`config.mk`:
```
export PLATFORM = sky130hd
export DESIGN_NAME = mult_arbiter
export DESIGN_NICKNAME = d
export VERILOG_FILES = /design/src/rtl/mult_arbiter.sv
export SDC_FILE = /design/constraint.sdc
export NUM_CORES = 1
export LEC_CHECK = 0
export ABC_AREA = 0
export CORE_MARGIN = 3
export CORE_UTILIZATION = 43
export CTS_BUF_LIST = sky130_fd_sc_hd__clkbuf_4 sky130_fd_sc_hd__clkbuf_8
export CTS_CLUSTER_DIAMETER = 150
export DETAILED_ROUTE_END_ITERATION = 10
export MAX_ROUTING_LAYER = met4
export PLACE_DENSITY_LB_ADDON = 0.08
export REMOVE_ABC_BUFFERS = 1
export SLEW_MARGIN = 20
export SYNTH_ARGS = -nofsm -noshare
export SYNTH_HDL_FRONTEND = slang
export SYNTH_SLANG_ARGS = --single-unit
export TNS_END_PERCENT = 100
```
`constraint.sdc`:
```
create_clock -name clk -period 3.5 [get_ports clk]
set_input_delay 0.7 -clock clk [delete_from_list [all_inputs] [get_ports clk]]
set_output_delay 0.7 -clock clk [all_outputs]
set_load 0.03 [all_outputs]
```
`src/rtl/mult_arbiter.sv`:
```
// Round-robin arbiter/sequencer that lends one shared shift-add multiplier to
// NREQ requesters, with a watchdog that aborts a transaction whose done never arrives.
module mult_arbiter #(
  parameter int NREQ    = 2,
  parameter int TIMEOUT = 1023
) (
  input  logic                 clk,
  input  logic                 reset,
  input  logic [NREQ-1:0]      req,
  input  logic [16*NREQ-1:0]   op_a,
  input  logic [16*NREQ-1:0]   op_b,
  output logic [NREQ-1:0]      gnt,
  output logic [NREQ-1:0]      ack,
  output logic [31:0]          result,
  output logic                 err,
  output logic                 busy,
  output logic                 mult_init,
  output logic [15:0]          mult_op_A,
  output logic [15:0]          mult_op_B,
  input  logic                 mult_done,
  input  logic [31:0]          mult_result
);

  localparam int IW = (NREQ > 2) ? 2 : 1;
  localparam int TW = $clog2(TIMEOUT + 1);

  typedef enum logic [2:0] {IDLE, ISSUE, WAIT_DONE, RESPOND, RELEASE} state_t;

  state_t          state, state_n;
  logic [IW-1:0]   ptr, ptr_n, win;
  logic            found;
  logic [TW-1:0]   timer, timer_n, timer_inc;
  logic [NREQ-1:0] gnt_n, ack_n;
  logic [31:0]     result_n;
  logic            err_n, busy_n, init_n;
  logic [15:0]     opa_n, opb_n, sel_a, sel_b;
  int              idx;

  // Search starts one past the last winner so the previous owner ranks lowest.
  always_comb begin
    found = 1'b0;
    win   = '0;
    idx   = 0;
    for (int k = 1; k <= NREQ; k++) begin
      idx = (int'(ptr) + k) % NREQ;
      if (!found && req[idx[IW-1:0]]) begin
        found = 1'b1;
        win   = idx[IW-1:0];
      end
    end
  end

  always_comb begin
    sel_a = '0;
    sel_b = '0;
    for (int i = 0; i < NREQ; i++) begin
      if (win == IW'(i)) begin
        sel_a = op_a[16*i +: 16];
        sel_b = op_b[16*i +: 16];
      end
    end
  end

  assign timer_inc = timer + TW'(1);

  always_comb begin
    state_n  = state;
    ptr_n    = ptr;
    timer_n  = timer;
    gnt_n    = gnt;
    ack_n    = '0;
    result_n = result;
    err_n    = err;
    init_n   = 1'b0;
    opa_n    = mult_op_A;
    opb_n    = mult_op_B;
    case (state)
      IDLE: begin
        // A still-high done means the multiplier has not yet returned to START.
        if (found && !mult_done) begin
          state_n = ISSUE;
          gnt_n   = NREQ'(1) << win;
          ptr_n   = win;
          opa_n   = sel_a;
          opb_n   = sel_b;
          init_n  = 1'b1;
        end
      end
      ISSUE: begin
        state_n = WAIT_DONE;
        timer_n = '0;
      end
      WAIT_DONE: begin
        timer_n = timer_inc;
        if (mult_done) begin
          state_n  = RESPOND;
          result_n = mult_result;
          err_n    = 1'b0;
          ack_n    = gnt;
        end else if (timer_inc == TW'(TIMEOUT)) begin
          state_n  = RESPOND;
          result_n = '0;
          err_n    = 1'b1;
          ack_n    = gnt;
        end
      end
      RESPOND: begin
        state_n = RELEASE;
        gnt_n   = '0;
      end
      RELEASE: begin
        if (!mult_done) state_n = IDLE;
      end
      default: state_n = IDLE;
    endcase
    busy_n = (state_n != IDLE);
  end

  always_ff @(posedge clk or posedge reset) begin
    if (reset) begin
      state     <= IDLE;
      ptr       <= IW'(NREQ - 1);
      timer     <= '0;
      gnt       <= '0;
      ack       <= '0;
      result    <= '0;
      err       <= 1'b0;
      busy      <= 1'b0;
      mult_init <= 1'b0;
      mult_op_A <= '0;
      mult_op_B <= '0;
    end else begin
      state     <= state_n;
      ptr       <= ptr_n;
      timer     <= timer_n;
      gnt       <= gnt_n;
      ack       <= ack_n;
      result    <= result_n;
      err       <= err_n;
      busy      <= busy_n;
      mult_init <= init_n;
      mult_op_A <= opa_n;
      mult_op_B <= opb_n;
    end
  end

endmodule

```
## After elaboration in Yosys (flattened, before gate mapping)

Index checks and enable logic that the tools add are counted.

- $lt $le $gt $ge: 2
- Equal/unequal tests: 6
- Add/subtract/negate cells: 3
- Multiplexer cells: 27
- Reduce and logical (&&, ||, !) cells: 12
- Shift-type cells: 1

Operators with widths:

| kind | number |
|---|---|
| 32-bit 2-to-1 mux | 2 |
| 16-bit 2-to-1 mux | 2 |
| 10-bit one-hot mux with 2 select lines | 1 |
| 3-bit one-hot mux with 5 select lines | 1 |
| 1-bit 2-to-1 mux | 12 |
| 3-bit 2-to-1 mux | 4 |
| 10-bit by 1-bit adder with 10-bit output (second input constant) | 1 |
| 10-bit == test (second input constant) | 1 |
| 2-bit 2-to-1 mux | 4 |
| 3-bit by 2-bit == test with 1-bit output (second input constant) | 2 |
| 2-bit AND reduction | 3 |
| 2-bit nonzero test | 3 |
| 1-bit by 2-bit < comparator with 1-bit output (second input constant) | 2 |
| 2-bit one-hot mux with 2 select lines | 1 |
| 3-bit by 1-bit == test with 1-bit output (second input constant) | 1 |
| 3-bit == test (second input constant) | 1 |
| 3-bit zero test | 1 |
| 3-bit nonzero test | 1 |
| 1-bit adder (second input constant) | 2 |
| 1-bit logical AND | 2 |
| 1-bit zero test | 2 |
| 2-bit != test (second input constant) | 1 |
| 1-bit by 1-bit << shifter with 2-bit output (first input constant) | 1 |

- Flip-flop bits (word level): 85
- Bits of input ports: 101

## Depth between registers and ports, before layout

- Depth in word-level cells: 11
- Depth in mapped cells: 8

## Worst setup path after synthesis

No wires, ideal clock.

- Path type: input -> register
- Start point: input port req[1]
- End point: register mult_op_B[0]
- Data required time: 3374 ps
- Arrival time: 1868 ps
- Buffers on the path: 2
- Slack: 1507 ps
- Setup time: 126 ps
- Stages: 5
- Cells stage by stage: a21boi_0 -> clkbuf_1 -> clkbuf_1 -> mux2i_1 -> a21oi_1

- Word-level cells in the longest chain between the ends: 8
- Elaborated cells on any way between the ends: 13

RTL lines:

| what | RTL line | RTL |
|---|---|---|
| start: declaration | 9 | `input logic [NREQ-1:0] req,` |
| 1-bit 2-to-1 mux (not written as such) (2 in series) | 46 | `if (!found && req[idx[IW-1:0]]) begin` |
| 1-bit 2-to-1 mux | 46 |  |
| 1-bit zero test | 46 |  |
| 1-bit logical AND | 46 |  |
| 1-bit 2-to-1 mux | 46 |  |
| 1-bit logical AND | 80 | `if (found && !mult_done) begin` |
| 2-bit AND reduction (no source line) | n/a |  |
| end signal: assignment | 143 | `mult_op_B <= opb_n;` |
| end: declaration | 19 | `output logic [15:0] mult_op_B,` |

Several ways; a longest one is shown, not always the timed one. The select of a mux whose other input is x is not followed.
A chain may end at the register's enable or synchronous reset.

## Final worst setup path

- Start point: register timer[0]
- End point: register result[9]

- Word-level cells in the longest chain between the ends: 4

RTL lines:

| what | RTL line | RTL |
|---|---|---|
| start: declaration | 32 | `logic [TW-1:0] timer, timer_n, timer_inc;` |
| start signal: assignment | 135 | `timer <= timer_n;` |
| 10-bit by 1-bit adder with 10-bit output | 64 | `assign timer_inc = timer + TW'(1);` |
| 10-bit == test | 100 | `end else if (timer_inc == TW'(TIMEOUT)) begin` |
| 2-bit nonzero test (no source line) | n/a |  |
| 2-bit AND reduction (no source line) | n/a |  |
| end signal: assignment | 138 | `result <= result_n;` |
| end: declaration | 14 | `output logic [31:0] result,` |

No other way between the ends.

==> flow_metrics.env <==
export IMPL_fin_nets=659
export IMPL_synth_largest_area_cell="dfrtp_1"
export IMPL_wl_mm=10.1
export IMPL_pwr_share_comb_pct=52.8
export IMPL_arrival_ns=2.62
export IMPL_ys_types=39
export IMPL_dp_cells=650
export IMPL_place_gp_congestion=0.784
export IMPL_cp_end_kind="register"
export IMPL_critPathLaunchType="register"
export IMPL_drc=0
export IMPL_max_cap_viol_count=0
export IMPL_rsz0062_at_grt="no"
export IMPL_tritoncts="yes"
export IMPL_wl_per_cell_um=15.1
export IMPL_finalHoldViolCount=0
export IMPL_synthesis_area_mm2=0.00381
export IMPL_grt_pass1_wl_mm=16.4
export IMPL_clock_sinks=85
export IMPL_required_ns=3.71
export IMPL_drt_iter0_markers=89
export IMPL_power_frac_clock_pct=12.9
export IMPL_syn_to_final_growth_pct=51.7
export IMPL_drtPass1Iterations=4
export IMPL_die_h_um=100
export IMPL_worst_slew_pin_slew_ns=0.799
export IMPL_report_final_slew_viol_count=0
export IMPL_p_switching_mw=2.10
export IMPL_cts_root_buf="clkbuf_8"
export IMPL_drive_gt1_share_pct=5.17
export IMPL_path_max_fanout=35
export IMPL_register_area_mm2=0.00213
export IMPL_intPower_mw=2.73
export IMPL_finalClockSkew_ns=0.0116
export IMPL_synth_area_top_cells="dfrtp_1 55%, mux2i_1 8.4%, nand2_1 7.4%, o21ai_0 6.2%, a21oi_1 4.7%"
export IMPL_critPathKind="reg -> reg"
export IMPL_hold_class="reg -> reg"
export IMPL_postPlaceCellArea_mm2=0.00561
export IMPL_io_buffers=171
export IMPL_ys_warnings_count=0
export IMPL_final_cells=666
export IMPL_layout_common_cells="171 x clkdlybuf4s50_1, 84 x dfrtp_1, 75 x nand2_1"
export IMPL_grt_pass1_vias=3341
export IMPL_fill_cells=669
export IMPL_postRouteAntennaNets=0
export IMPL_power_leakage_nw=2.43
export IMPL_synth_top_area_share_pct=55.1
export IMPL_powerDensity_mw_per_mm2=834
export IMPL_multiInputGateArea_mm2=0.00154
export IMPL_final_area_mm2=0.00578
export IMPL_fin_util_pct=68.6
export IMPL_clkTransAtPathRegs_ns=0.09
export IMPL_die_width_um=100
export IMPL_start_util_pct=45.3
export IMPL_post_route_period_util_pct=68.9
export IMPL_seqPwrFrac_pct=34.3
export IMPL_coreArea_mm2=0.00842
export IMPL_ios=172
export IMPL_status="complete, no violations"
export IMPL_seq_area_frac_synth_pct=55.8
export IMPL_dieArea_mm2=0.0100
export IMPL_rows=33
export IMPL_insertion_delay_ns=0.35
export IMPL_numCtsBuffers=9
export IMPL_p_sw_share_pct=43.5
export IMPL_syn_inst=394
export IMPL_layout_commonest_cell="clkdlybuf4s50_1"
export IMPL_cts_resized=0
export IMPL_via_count=3438
export IMPL_htreeDepth=3
export IMPL_final_setup_viol_count=0
export IMPL_setup_tns_final_ns=0
export IMPL_ys_ff_latch=85
export IMPL_slew_headroom_pct=46.6
export IMPL_maxClockFrequency_mhz=415
export IMPL_hpwl_mm=7.44
export IMPL_period_minus_slack_ns=2.41
export IMPL_vdd_ir_drop_max_uv=420
export IMPL_hold_buffers=0
export IMPL_cts_setup_buffers=0
export IMPL_pre_cts_ws_ns=0.788
export IMPL_avgSynthCellArea_um2=9.68
export IMPL_overflow=0
export IMPL_via_per_inst=5.16
export IMPL_grt_max_degree=42
export IMPL_setup_ws_ns=1.09
export IMPL_grt_usage_pct=21.2
export IMPL_clockBufferDepth=2
export IMPL_antenna_cells=0
export IMPL_antenna_found_initial=0
[cells in the mapped netlist]
cell type,number
dfrtp_1,84
nand2_1,75
o21ai_0,47
nor2_1,37
a21oi_1,36
mux2i_1,32
buf_2,12
clkbuf_1,11
inv_1,4
nand3_1,4
o21a_1,4
a31oi_1,3
buf_6,3
nand4_1,3
nor3_1,3
o21ai_1,3
a211oi_1,2
a21boi_0,2
a21o_1,2
and2_1,2
and3b_1,2
ha_1,2
nand2b_1,2
nor3b_1,2
or3_1,2
xor2_1,2
a211o_1,1
a211oi_4,1
a31o_2,1
and3_1,1
clkbuf_2,1
dfstp_2,1
nand3b_1,1
nor2b_1,1
nor4_1,1
nor4b_1,1
o31ai_1,1
o41ai_1,1
or3b_1,1
[metrics by stage]
stage	total power, mW	hold WS, ns
final	4.82	0.505
after global routing	5.15	0.535
after CTS	4.88	0.503
after detailed placement	4.25	0.492
after global placement	4.19	0.476
after floorplan	3.11	0.446
[layout make-up]
class | instances | share of cell area, %
multi-input combinational | 278 | 26.7
timing repair buffer | 178 | 30.9
tap | 105 | 2.27
inverter | 4 | 0.281
clock inverter | 5 | 0.628
sequential | 85 | 36.8
clock buffer | 11 | 2.40
[power by group through the flow]
stage	clock network, mW	logic [mW]	registers, mW
2_1_floorplan	0	0.717	2.39
3_3_place_gp	0	2.53	1.66
3_5_place_dp	0	2.58	1.67
4_1_cts	0.643	2.58	1.66
5_1_grt	0.683	2.75	1.71
6_report	0.622	2.55	1.65
[flip-flops by register name (all words and copies together) (netlist names)]
register / flops
result: 32
mult_op_A: 16
mult_op_B: 16
timer: 10
state: 3
ack: 2
gnt: 2
busy: 1
err: 1
mult_init: 1
ptr: 1
[critical path, cell delays in order (launching register included)]
cell and delay [ns]:
dfrtp_1 0.48, ha_1 0.46, nand4_1 0.15, nor4b_1 0.27, a211oi_1 0.12, a211oi_4 0.25
buf_4 0.36, o21ai_0 0.17
[metal layers]
| layer | routed length (um) | part of all wire [%] | track usage, % |
|---|---|---|---|
| met1 | 4170 | 41 | 26.1 |
| met2 | 5130 | 51 | 35.6 |
| met3 | 635 | 6.3 | 5.21 |
| met4 | 148 | 1.5 | 4.66 |
| met5 | 0 | 0 | - |
[path summary, 6_finish.rpt]
kind	from	endpoint	slack, ns	depth (start not counted)
setup / recovery	timer[0]	result[9]	1.09	7
hold / removal	timer[9]	timer[9]	0.50	1
setup reg to reg	timer[0]	result[9]	1.09	7
hold reg to reg	timer[9]	timer[9]	0.50	1
max in group asynchronous	reset	result[24]	2.05	3
min in group asynchronous	reset	mult_init	0.77	2
[cells by family after synthesis]
group | synth area share (%)
simple gates | 15.4
compound gates | 15.2
flops | 55.8
mux | 8.40
buf+inv | 4.07
xor+xnor | 0.460
fa+ha+maj | 0.656
(Power assumes the default switching activity.)
